## src/rtl/apb_uart_rx_if.sv

```systemverilog
// Byte delivery channel from the UART receiver to the APB register/FIFO side.
// rx_valid_o holds until rx_valid_o & rx_ready_i; rx_data_o is stable meanwhile.
interface apb_uart_rx_if;
  logic [7:0] rx_data_o;
  logic       rx_valid_o;
  logic       rx_ready_i;

  modport slave  (output rx_data_o, output rx_valid_o, input  rx_ready_i);
  modport master (input  rx_data_o, input  rx_valid_o, output rx_ready_i);
endinterface

```

## src/rtl/apb_uart_rx.sv

```systemverilog
// UART receiver: synchronises rx_i, samples mid-bit with a programmable divider,
// delivers 5-8 bit bytes on a valid/ready channel and keeps sticky error flags.
module apb_uart_rx #(
  parameter int SYNC_STAGES = 2
) (
  input  logic        clk,
  input  logic        reset_n,
  input  logic        cfg_en_i,
  input  logic [15:0] cfg_div_i,
  input  logic        cfg_parity_en_i,
  input  logic [1:0]  cfg_bits_i,
  input  logic        cfg_stop_bits_i,
  input  logic        rx_i,
  apb_uart_rx_if.slave rx_if,
  output logic        err_parity_o,
  output logic        err_frame_o,
  output logic        err_overrun_o,
  input  logic        err_clr_i,
  output logic        busy_o,
  output logic [2:0]  dbg_state_o
);

  typedef enum logic [2:0] {
    IDLE       = 3'd0,
    START      = 3'd1,
    DATA       = 3'd2,
    PARITY     = 3'd3,
    STOP_FIRST = 3'd4,
    STOP_LAST  = 3'd5
  } state_e;

  state_e                 state_q, state_d;
  logic [SYNC_STAGES-1:0] sync_q;
  logic                   rx_s, rx_q;
  logic [15:0]            baud_q, baud_d;
  logic [2:0]             bit_q, bit_d;
  logic [7:0]             shift_q, shift_d;
  logic                   par_q, par_d;
  logic                   perr_q, perr_d;
  logic                   ferr_q, ferr_d;
  logic                   complete;
  logic [2:0]             last_bit;
  logic                   half_hit, full_hit;

  logic [7:0]             data_q, data_d;
  logic                   valid_q, valid_d;
  logic                   errp_q, errp_d;
  logic                   errf_q, errf_d;
  logic                   erro_q, erro_d;

  assign rx_s     = sync_q[SYNC_STAGES-1];
  assign last_bit = 3'd4 + {1'b0, cfg_bits_i};
  assign half_hit = (baud_q == (cfg_div_i >> 1));
  assign full_hit = (baud_q == cfg_div_i);

  always_ff @(posedge clk or negedge reset_n) begin
    if (!reset_n) begin
      sync_q  <= '1;
      rx_q    <= 1'b1;
      state_q <= IDLE;
      baud_q  <= '0;
      bit_q   <= '0;
      shift_q <= '0;
      par_q   <= 1'b0;
      perr_q  <= 1'b0;
      ferr_q  <= 1'b0;
      data_q  <= '0;
      valid_q <= 1'b0;
      errp_q  <= 1'b0;
      errf_q  <= 1'b0;
      erro_q  <= 1'b0;
    end else begin
      sync_q  <= {sync_q[SYNC_STAGES-2:0], rx_i};
      rx_q    <= rx_s;
      state_q <= state_d;
      baud_q  <= baud_d;
      bit_q   <= bit_d;
      shift_q <= shift_d;
      par_q   <= par_d;
      perr_q  <= perr_d;
      ferr_q  <= ferr_d;
      data_q  <= data_d;
      valid_q <= valid_d;
      errp_q  <= errp_d;
      errf_q  <= errf_d;
      erro_q  <= erro_d;
    end
  end

  always_comb begin
    state_d  = state_q;
    baud_d   = baud_q;
    bit_d    = bit_q;
    shift_d  = shift_q;
    par_d    = par_q;
    perr_d   = perr_q;
    ferr_d   = ferr_q;
    complete = 1'b0;
    if (state_q != IDLE) baud_d = baud_q + 16'd1;
    case (state_q)
      IDLE: begin
        // Only a high-to-low transition starts a frame, so a held-low line is ignored.
        if (cfg_en_i && rx_q && !rx_s) begin
          state_d = START;
          baud_d  = '0;
        end
      end
      START: begin
        if (half_hit) begin
          baud_d = '0;
          if (!rx_s) begin
            state_d = DATA;
            bit_d   = '0;
            par_d   = 1'b0;
            shift_d = '0;
            perr_d  = 1'b0;
            ferr_d  = 1'b0;
          end else begin
            state_d = IDLE;
          end
        end
      end
      DATA: begin
        if (full_hit) begin
          baud_d         = '0;
          shift_d[bit_q] = rx_s;
          par_d          = par_q ^ rx_s;
          if (bit_q == last_bit) state_d = cfg_parity_en_i ? PARITY : STOP_FIRST;
          else                   bit_d   = bit_q + 3'd1;
        end
      end
      PARITY: begin
        if (full_hit) begin
          baud_d  = '0;
          perr_d  = (rx_s != par_q);
          state_d = STOP_FIRST;
        end
      end
      STOP_FIRST: begin
        if (full_hit) begin
          baud_d = '0;
          if (!rx_s) ferr_d = 1'b1;
          if (cfg_stop_bits_i) begin
            state_d = STOP_LAST;
          end else begin
            state_d  = IDLE;
            complete = 1'b1;
          end
        end
      end
      STOP_LAST: begin
        if (full_hit) begin
          baud_d   = '0;
          if (!rx_s) ferr_d = 1'b1;
          state_d  = IDLE;
          complete = 1'b1;
        end
      end
      default: state_d = IDLE;
    endcase
    if (!cfg_en_i) begin
      state_d  = IDLE;
      baud_d   = '0;
      bit_d    = '0;
      complete = 1'b0;
    end
  end

  // A completing frame may replace a byte being consumed in the same cycle.
  always_comb begin
    data_d  = data_q;
    valid_d = valid_q;
    if (!cfg_en_i) begin
      valid_d = 1'b0;
    end else if (complete && (!valid_q || rx_if.rx_ready_i)) begin
      valid_d = 1'b1;
      data_d  = shift_q;
    end else if (valid_q && rx_if.rx_ready_i) begin
      valid_d = 1'b0;
    end

    errp_d = err_clr_i ? 1'b0 : errp_q;
    errf_d = err_clr_i ? 1'b0 : errf_q;
    erro_d = err_clr_i ? 1'b0 : erro_q;
    if (complete && perr_q) errp_d = 1'b1;
    if (complete && ferr_d) errf_d = 1'b1;
    if (complete && valid_q && !rx_if.rx_ready_i) erro_d = 1'b1;
  end

  assign rx_if.rx_data_o  = data_q;
  assign rx_if.rx_valid_o = valid_q;
  assign err_parity_o     = errp_q;
  assign err_frame_o      = errf_q;
  assign err_overrun_o    = erro_q;
  assign busy_o           = (state_q != IDLE);
  assign dbg_state_o      = state_q;

endmodule

```

## src/flat_wrapper.sv

```systemverilog
// flat-port wrapper written by rule: the top's interface ports become plain ports
module apb_uart_rx_flat 
#(
  parameter int SYNC_STAGES = 2
)
  (clk, reset_n, cfg_en_i, cfg_div_i, cfg_parity_en_i, cfg_bits_i, cfg_stop_bits_i, rx_i, err_parity_o, err_frame_o, err_overrun_o, err_clr_i, busy_o, dbg_state_o, rx_if_rx_data_o, rx_if_rx_valid_o, rx_if_rx_ready_i);
  apb_uart_rx_if rx_if_i ();
  input  logic clk;
  input  logic reset_n;
  input  logic cfg_en_i;
  input  logic [15:0] cfg_div_i;
  input  logic cfg_parity_en_i;
  input  logic [1:0] cfg_bits_i;
  input  logic cfg_stop_bits_i;
  input  logic rx_i;
  output logic err_parity_o;
  output logic err_frame_o;
  output logic err_overrun_o;
  input  logic err_clr_i;
  output logic busy_o;
  output logic [2:0] dbg_state_o;
  output wire logic [$bits(rx_if_i.rx_data_o)-1:0] rx_if_rx_data_o;
  output wire logic [$bits(rx_if_i.rx_valid_o)-1:0] rx_if_rx_valid_o;
  input wire logic [$bits(rx_if_i.rx_ready_i)-1:0] rx_if_rx_ready_i;
  assign rx_if_rx_data_o = rx_if_i.rx_data_o;
  assign rx_if_rx_valid_o = rx_if_i.rx_valid_o;
  assign rx_if_i.rx_ready_i = rx_if_rx_ready_i;
  apb_uart_rx #(.SYNC_STAGES(SYNC_STAGES)) u_core (.clk(clk), .reset_n(reset_n), .cfg_en_i(cfg_en_i), .cfg_div_i(cfg_div_i), .cfg_parity_en_i(cfg_parity_en_i), .cfg_bits_i(cfg_bits_i), .cfg_stop_bits_i(cfg_stop_bits_i), .rx_i(rx_i), .rx_if(rx_if_i), .err_parity_o(err_parity_o), .err_frame_o(err_frame_o), .err_overrun_o(err_overrun_o), .err_clr_i(err_clr_i), .busy_o(busy_o), .dbg_state_o(dbg_state_o));
endmodule
```

## config.mk

```make
export PLATFORM = sky130hd
export DESIGN_NAME = apb_uart_rx_flat
export DESIGN_NICKNAME = d
export VERILOG_FILES = /design/src/rtl/apb_uart_rx_if.sv /design/src/rtl/apb_uart_rx.sv /design/src/flat_wrapper.sv
export SDC_FILE = /design/constraint.sdc
export NUM_CORES = 1
export LEC_CHECK = 0
export BUFFER_PORTS_ARGS = -buffer_cell sky130_fd_sc_hd__buf_4
export CAP_MARGIN = 20
export CORE_ASPECT_RATIO = 1.4
export CORE_MARGIN = 5
export CORE_UTILIZATION = 40
export CTS_CLUSTER_SIZE = 12
export DETAILED_ROUTE_END_ITERATION = 8
export GPL_TIMING_DRIVEN = 0
export HOLD_SLACK_MARGIN = 0.02
export PLACE_DENSITY_LB_ADDON = 0.25
export SLEW_MARGIN = 20
export SYNTH_ARGS = -nofsm -noshare
export SYNTH_HDL_FRONTEND = slang
export SYNTH_SLANG_ARGS = --single-unit
```

## constraint.sdc

```tcl
create_clock -name clk -period 6.5 [get_ports clk]
set_input_delay 1.3 -clock clk [delete_from_list [all_inputs] [get_ports clk]]
set_output_delay 1.3 -clock clk [all_outputs]
set_load 0.02 [all_outputs]
```

=== Word-level counts from Yosys, hierarchy flattened ===
Cells that the tools add are included.

* Input port bits: 26
* Logic and storage cells: 125
* Output and inout port bits: 16
* Register bits after elaboration: 48

* Muxes and demuxes: 54
* Eq/ne operators: 24
* Add/subtract/negate cells: 3
* Order comparisons: 2
* Reductions and logical operators: 27
* Bitwise gates (word level): 1

{| class="wikitable"
|+ Operator list
! cell !! count
|-
| $mux 16 || 5
|-
| $pmux 16 s3 || 1
|-
| $mux 3 || 15
|-
| $mux 8 || 3
|-
| $ne 3x2->1 const B || 7
|-
| $mux 1 || 20
|-
| $pmux 3 s6 || 1
|-
| $add 16x1->16 const B || 1
|-
| $eq 16x15->1 || 1
|-
| $eq 16x16->1 || 1
|-
| $pmux 8 s2 || 1
|-
| $reduce_bool 2->1 || 5
|-
| $logic_and 1x1->1 || 9
|-
| $bwmux 8 || 1
|-
| $pmux 1 s2 || 4
|-
| $reduce_and 4->1 || 2
|-
| $reduce_and 7->1 || 1
|-
| $eq 3x2->1 const B || 2
|-
| $eq 3x3->1 const B || 2
|-
| $ne 2x1->1 const B || 3
|-
| $ne 3x1->1 const B || 2
|-
| $ne 3x3->1 const B || 2
|-
| $pmux 3 s2 || 1
|-
| $reduce_and 5->1 || 1
|-
| 18 further kinds || 20
|}

=== Longest topological paths before layout ===
* Word-level depth: 7
* Mapped depth: 9
* Mapped depth without buffers: 7

=== Worst setup path after synthesis ===
OpenSTA, ideal clock, no wires.

* Kind: input -> register
* Start: input cfg_div_i[1]
* End: register u_core.baud_q[10]
* Required time: 6.369 ns
* Stages: 8
* Slack: 3.467 ns
* Arrival time: 2.902 ns
* Path through: xnor2_1 nand4_2 or4_1 buf_6 a22o_4 buf_6 o22ai_1 o21ai_1

* Cells in the longest elaborated chain, start to end: 4

{| class="wikitable"
|+ RTL lines
! what !! line !! text
|-
| start, declared || flat_wrapper.sv:11 || <nowiki>input logic [15:0] cfg_div_i;</nowiki>
|-
| $eq 16x16->1 or $eq 16x15->1 (tied branches) || apb_uart_rx.sv:54, apb_uart_rx.sv:53 ||
|-
| $mux 16 (on tied branches) || - ||
|-
| $pmux 16 s3 (*) || apb_uart_rx.sv:100 || <nowiki>case (state_q)</nowiki>
|-
| $mux 16 (*) || apb_uart_rx.sv:161 || <nowiki>if (!cfg_en_i) begin</nowiki>
|-
| named net u_core.baud_d[10] || apb_uart_rx.sv:35 || <nowiki>logic [15:0] baud_q, baud_d;</nowiki>
|-
| end signal, assigned || apb_uart_rx.sv:76 || <nowiki>baud_q <= baud_d;</nowiki>
|-
| end, declared || apb_uart_rx.sv:35 ||
|}

Mark *: on every way through the listed nets, which the timed path passes. The rest lies on a longest branch.
A chain may end at the register's enable or synchronous reset.

=== Final worst setup path ===
* Start: input cfg_div_i[1]
* End: register u_core.bit_q[2]

* Cells in the longest elaborated chain, start to end: 3

{| class="wikitable"
|+ RTL lines
! what !! line !! text
|-
| $eq 16x16->1 or $eq 16x15->1 (tied branches) || apb_uart_rx.sv:54, apb_uart_rx.sv:53 ||
|-
| $ne 3x2->1 (no source line) || - ||
|-
| $reduce_and 5->1 (no source line) (*) || - ||
|-
| end signal, assigned || apb_uart_rx.sv:77 || <nowiki>bit_q <= bit_d;</nowiki>
|-
| end, declared || apb_uart_rx.sv:36 || <nowiki>logic [2:0] bit_q, bit_d;</nowiki>
|}

Mark *: on every way between the ends. The rest lies on a longest branch, timed or not.

==> summary.md <==
* total grt overflow: 0
* sequential fraction of the synthesis area: 38.40%
* post-detailed-route wirelength per cell: 15.80 um
* overall die width: 84.86 um
* hold path start: u_core.sync_q[0]
* number of global-route vias before repair: 2,471
* Avg Cell Area, Syn: 9.962 um2
* residual antenna-violating net count after detailed routing: 0
* share of post-route cells with drive strength above 1: 27.75%
* area growth from synthesis to layout: 16.79%
* Max transition margin: 50.32%
* I/O pin count: 42
* critical setup path kind: input pin to flip-flop
* WP data arrival: 3.42 ns
* max-cap violations: 0
* final hold violations: 0
* element type at the critical path start: input pin
* Reg-to-Reg End: u_core.bit_q[2]
* share of async-settable or async-resettable flops after synthesis: 100.0%
* number of antenna violations at the first check in global routing: 0
* share of the clock period used by the worst path after layout: 49.46%
* total design power: 755.1 uW
* weighted congestion at the end of routability-driven global placement: 0.8655
* status: completed
* RSZ-0062 raised after global routing: false
* largest net degree at the start of global routing: 49
* number of vias in the routed layout: 2,442
* std cell rows: 38
* kind of capture point of the worst setup path: flip-flop
* total negative setup slack: 0 ns
* number of pins with negative max-slew slack in the final report: 0
* number of buffer cells added on primary ports: 41
* Max H-tree Level: 2
* number of distinct library cells after synthesis: 55
* die outline area: 0.009741 mm2
* CTS Root Cell: sky130_fd_sc_hd__clkbuf_8
* number of flops mapped to enable cells by yosys: 0
* Ant. Diodes: 0
* portion of synthesized cell area occupied by the leading cell type: 35.89%
* number of synthesized register bits: 48
* area of the mapped netlist: 0.003138 mm2
* Achievable Freq: 311.0 MHz
* maximum ir drop on the vdd rail: 0.0001340 V
* cells taking the most area after synthesis: sky130_fd_sc_hd__dfrtp_1 (36%), sky130_fd_sc_hd__xnor2_1 (5.0%), sky130_fd_sc_hd__xor2_1 (4.5%)
* core region area: 0.007702 mm2
* All-Layer GR Usage: 15.60%
* global-route wire length before repair: 12.17 mm
* number of remaining DRC errors: 0
* cell type with the largest total area after synthesis: sky130_fd_sc_hd__dfrtp_1
* startpoint of the worst register-to-register path: u_core.baud_q[0]
* pin slew with the least headroom to its limit: 0.7425 ns
* power density cells: 206.0 mW/mm2
* FF-to-FF path depth: 7
* leak pwr: 1.684 nW
* Post-CTS Hold Fix Bufs: 0
* final hold slack: 0.3598 ns
* number of gates resized after cts: 0
* Main synth FF type: sky130_fd_sc_hd__dfrtp_1
* Max clock buf depth: 2
* TritonCTS clock tree: yes
* Post-CTS Setup Repair Bufs: 0
* Num CTS Buffers: 5
* final setup violating endpoints: 0
* starting density of the core: 40.74%
* setup slack of the worst register-to-register path: 3.90 ns
* die boundary height: 114.8 um
* Final Skew: 0.01122 ns
* clock latency at the later pin of the worst-skew pair: 0.31 ns
* number of instances on the worst hold path: 0
* time the final worst path needs with I/O delays and setup: 3.215 ns
* required time of the critical path: 6.70 ns
* net count after synthesis: 343
* number of warnings printed during yosys synthesis: 0
* initial detailed-routing violation count: 95
* Hold Crit Endpoint: u_core.sync_q[1]
* Clk pin slew, worst setup/hold paths: 0.08 ns
* Gate Count Post-Synth: 315
* Final nets: 391
* via density per instance: 5.263
* Num Clock Sinks: 48
* total half-perimeter wirelength after legalization and detailed placement: 5.495 mm
* number of detailed-route iterations in the first pass: 4
* wire length reported by the detailed router: 7.333 mm
* path type of the worst min-delay path: flip-flop to flip-flop
* CP max FO: 10
## worst max-delay path, stage by stage
cell and delay (ns):
sky130_fd_sc_hd__buf_4 0.12, sky130_fd_sc_hd__xor2_1 0.16, sky130_fd_sc_hd__nor4_1 0.47, sky130_fd_sc_hd__nand4_2 0.34
sky130_fd_sc_hd__nor4_4 0.42, sky130_fd_sc_hd__buf_4 0.24, sky130_fd_sc_hd__o21ai_0 0.10, sky130_fd_sc_hd__a221oi_1 0.25
## routing by layer
metal	share of wire (%)	track usage, %	up-vias	routed length (um)
li1	-	-	1194	-
met1	40	18.11	1192	2957
met2	54	28.70	46	3981
met3	3.6	3.154	10	261
met4	1.8	4.857	0	132
met5	0	0	-	0
## per-stage QoR
step	util, %	cell area [um2]	setup WS, ns	cells
6_report	47.58	3665	3.285	464
5_1_grt	47.58	3665	3.113	464
4_1_cts	47.58	3665	3.312	464
3_5_place_dp	46.36	3571	2.991	456
3_3_place_gp	46.36	3571	2.998	456
2_1_floorplan	-	3138	3.467	315
## flip-flops by register name (all words and copies together), names as in the netlist
name / cells
u_core.rx_q: 1
u_core.perr_q: 1
u_core.baud_q: 16
u_core.ferr_q: 1
u_core.err_parity_o: 1
u_core.rx_if.rx_valid_o: 1
u_core.err_overrun_o: 1
u_core.sync_q: 2
u_core.bit_q: 3
u_core.dbg_state_o: 3
u_core.shift_q: 8
u_core.rx_if.rx_data_o: 8
u_core.par_q: 1
u_core.err_frame_o: 1
## cell type report
cell class                      instances  area, um2
Fill cell                             755       4038
Buffer                                 22      160.2
Sequential cell                        48       1205
Timing Repair Buffer                   41      307.8
Clock buffer                            7      86.33
Inverter                               13      48.80
Multi-Input combinational cell        232       1724
Clock inverter                          1      7.507
Tap cell                              100      125.1
## synth_stat cells (3+ instances only)
library cell / instances
sky130_fd_sc_hd__nand4_2: 3
sky130_fd_sc_hd__nand3_1: 9
sky130_fd_sc_hd__nor2_1: 26
sky130_fd_sc_hd__and2_1: 7
sky130_fd_sc_hd__buf_2: 8
sky130_fd_sc_hd__nand2_1: 37
sky130_fd_sc_hd__dfstp_2: 3
sky130_fd_sc_hd__mux2i_1: 7
sky130_fd_sc_hd__xnor2_2: 6
sky130_fd_sc_hd__nor3_1: 5
sky130_fd_sc_hd__clkbuf_1: 3
sky130_fd_sc_hd__nand2b_1: 9
sky130_fd_sc_hd__o22ai_1: 5
sky130_fd_sc_hd__o221ai_2: 9
sky130_fd_sc_hd__buf_6: 8
sky130_fd_sc_hd__a21oi_1: 5
sky130_fd_sc_hd__o21ai_0: 5
sky130_fd_sc_hd__nand4b_1: 4
sky130_fd_sc_hd__inv_1: 13
sky130_fd_sc_hd__dfrtp_1: 45
sky130_fd_sc_hd__mux2_1: 6
sky130_fd_sc_hd__a31oi_1: 4
sky130_fd_sc_hd__nor2b_1: 6
sky130_fd_sc_hd__nand4_1: 7
sky130_fd_sc_hd__xor2_1: 16
sky130_fd_sc_hd__nor4_1: 6
sky130_fd_sc_hd__xnor2_1: 18
## cell families (layout without fill, tap and decap cells)
| logic type | after synthesis | in the layout | share of synthesized area [%] |
|---|---|---|---|
| multiplexers | 16 | 16 | 5.582 |
| XOR/XNOR | 40 | 40 | 12.60 |
| AND/OR/NAND/NOR | 130 | 130 | 22.69 |
| flip-flops | 48 | 48 | 38.40 |
| AO/OA/AOI/OAI | 44 | 44 | 13.28 |
| adder cells (fa/ha/maj) | 2 | 2 | 0.7973 |
| buffers and inverters | 35 | 84 | 6.659 |
## cells in the final DEF, fill, tap and decap left out, types with 2 or more instances in the layout
cell | Yosys | layout
sky130_fd_sc_hd__nor4_4 | 2 | 2
sky130_fd_sc_hd__nor4_1 | 6 | 6
sky130_fd_sc_hd__nor2b_1 | 6 | 6
sky130_fd_sc_hd__nand2_1 | 37 | 37
sky130_fd_sc_hd__mux2_2 | 2 | 2
sky130_fd_sc_hd__or4_1 | 2 | 2
sky130_fd_sc_hd__clkbuf_1 | 3 | 4
sky130_fd_sc_hd__buf_2 | 8 | 8
sky130_fd_sc_hd__a31oi_1 | 4 | 4
sky130_fd_sc_hd__nand2b_1 | 9 | 9
sky130_fd_sc_hd__ha_1 | 2 | 2
sky130_fd_sc_hd__o221ai_2 | 9 | 9
sky130_fd_sc_hd__or3_1 | 2 | 2
sky130_fd_sc_hd__nand4b_1 | 4 | 4
sky130_fd_sc_hd__xor2_1 | 16 | 16
sky130_fd_sc_hd__nand4_1 | 7 | 7
sky130_fd_sc_hd__dfrtp_1 | 45 | 45
sky130_fd_sc_hd__o22ai_1 | 5 | 5
sky130_fd_sc_hd__and2_1 | 7 | 7
sky130_fd_sc_hd__mux2i_1 | 7 | 7
sky130_fd_sc_hd__buf_4 | 2 | 43
sky130_fd_sc_hd__o21ai_0 | 5 | 5
sky130_fd_sc_hd__nor2_1 | 26 | 26
sky130_fd_sc_hd__inv_1 | 13 | 13
sky130_fd_sc_hd__dfstp_2 | 3 | 3
sky130_fd_sc_hd__a32o_1 | 2 | 2
sky130_fd_sc_hd__buf_6 | 8 | 8
sky130_fd_sc_hd__xnor2_1 | 18 | 18
sky130_fd_sc_hd__nand4_2 | 3 | 3
sky130_fd_sc_hd__xnor2_2 | 6 | 6
sky130_fd_sc_hd__a21oi_1 | 5 | 5
sky130_fd_sc_hd__nor3_1 | 5 | 5
sky130_fd_sc_hd__clkbuf_8 | 0 | 6
sky130_fd_sc_hd__mux2_1 | 6 | 6
sky130_fd_sc_hd__nand3_1 | 9 | 9
## how the worst max path moves through the flow
stage | startpoint | end | slack (ns) | cells after the start
final | cfg_div_i[1] | u_core.bit_q[2] | 3.29 | 8
after global routing | cfg_div_i[1] | u_core.bit_q[2] | 3.11 | 8
after CTS | cfg_div_i[6] | u_core.rx_if.rx_data_o[0] | 3.31 | 7
after detailed placement | cfg_div_i[6] | u_core.rx_if.rx_data_o[0] | 2.99 | 7
after global placement | cfg_div_i[6] | u_core.rx_if.rx_data_o[0] | 3.00 | 7
after floorplan | cfg_div_i[1] | u_core.baud_q[10] | 3.47 | 8
## report_power, final
| group | switching [mW] | internal [mW] |
|---|---|---|
| clock network | 0.102 | 0.0866 |
| logic | 0.148 | 0.0863 |
| registers | 0.0232 | 0.309 |
(Power assumes the default switching activity.)
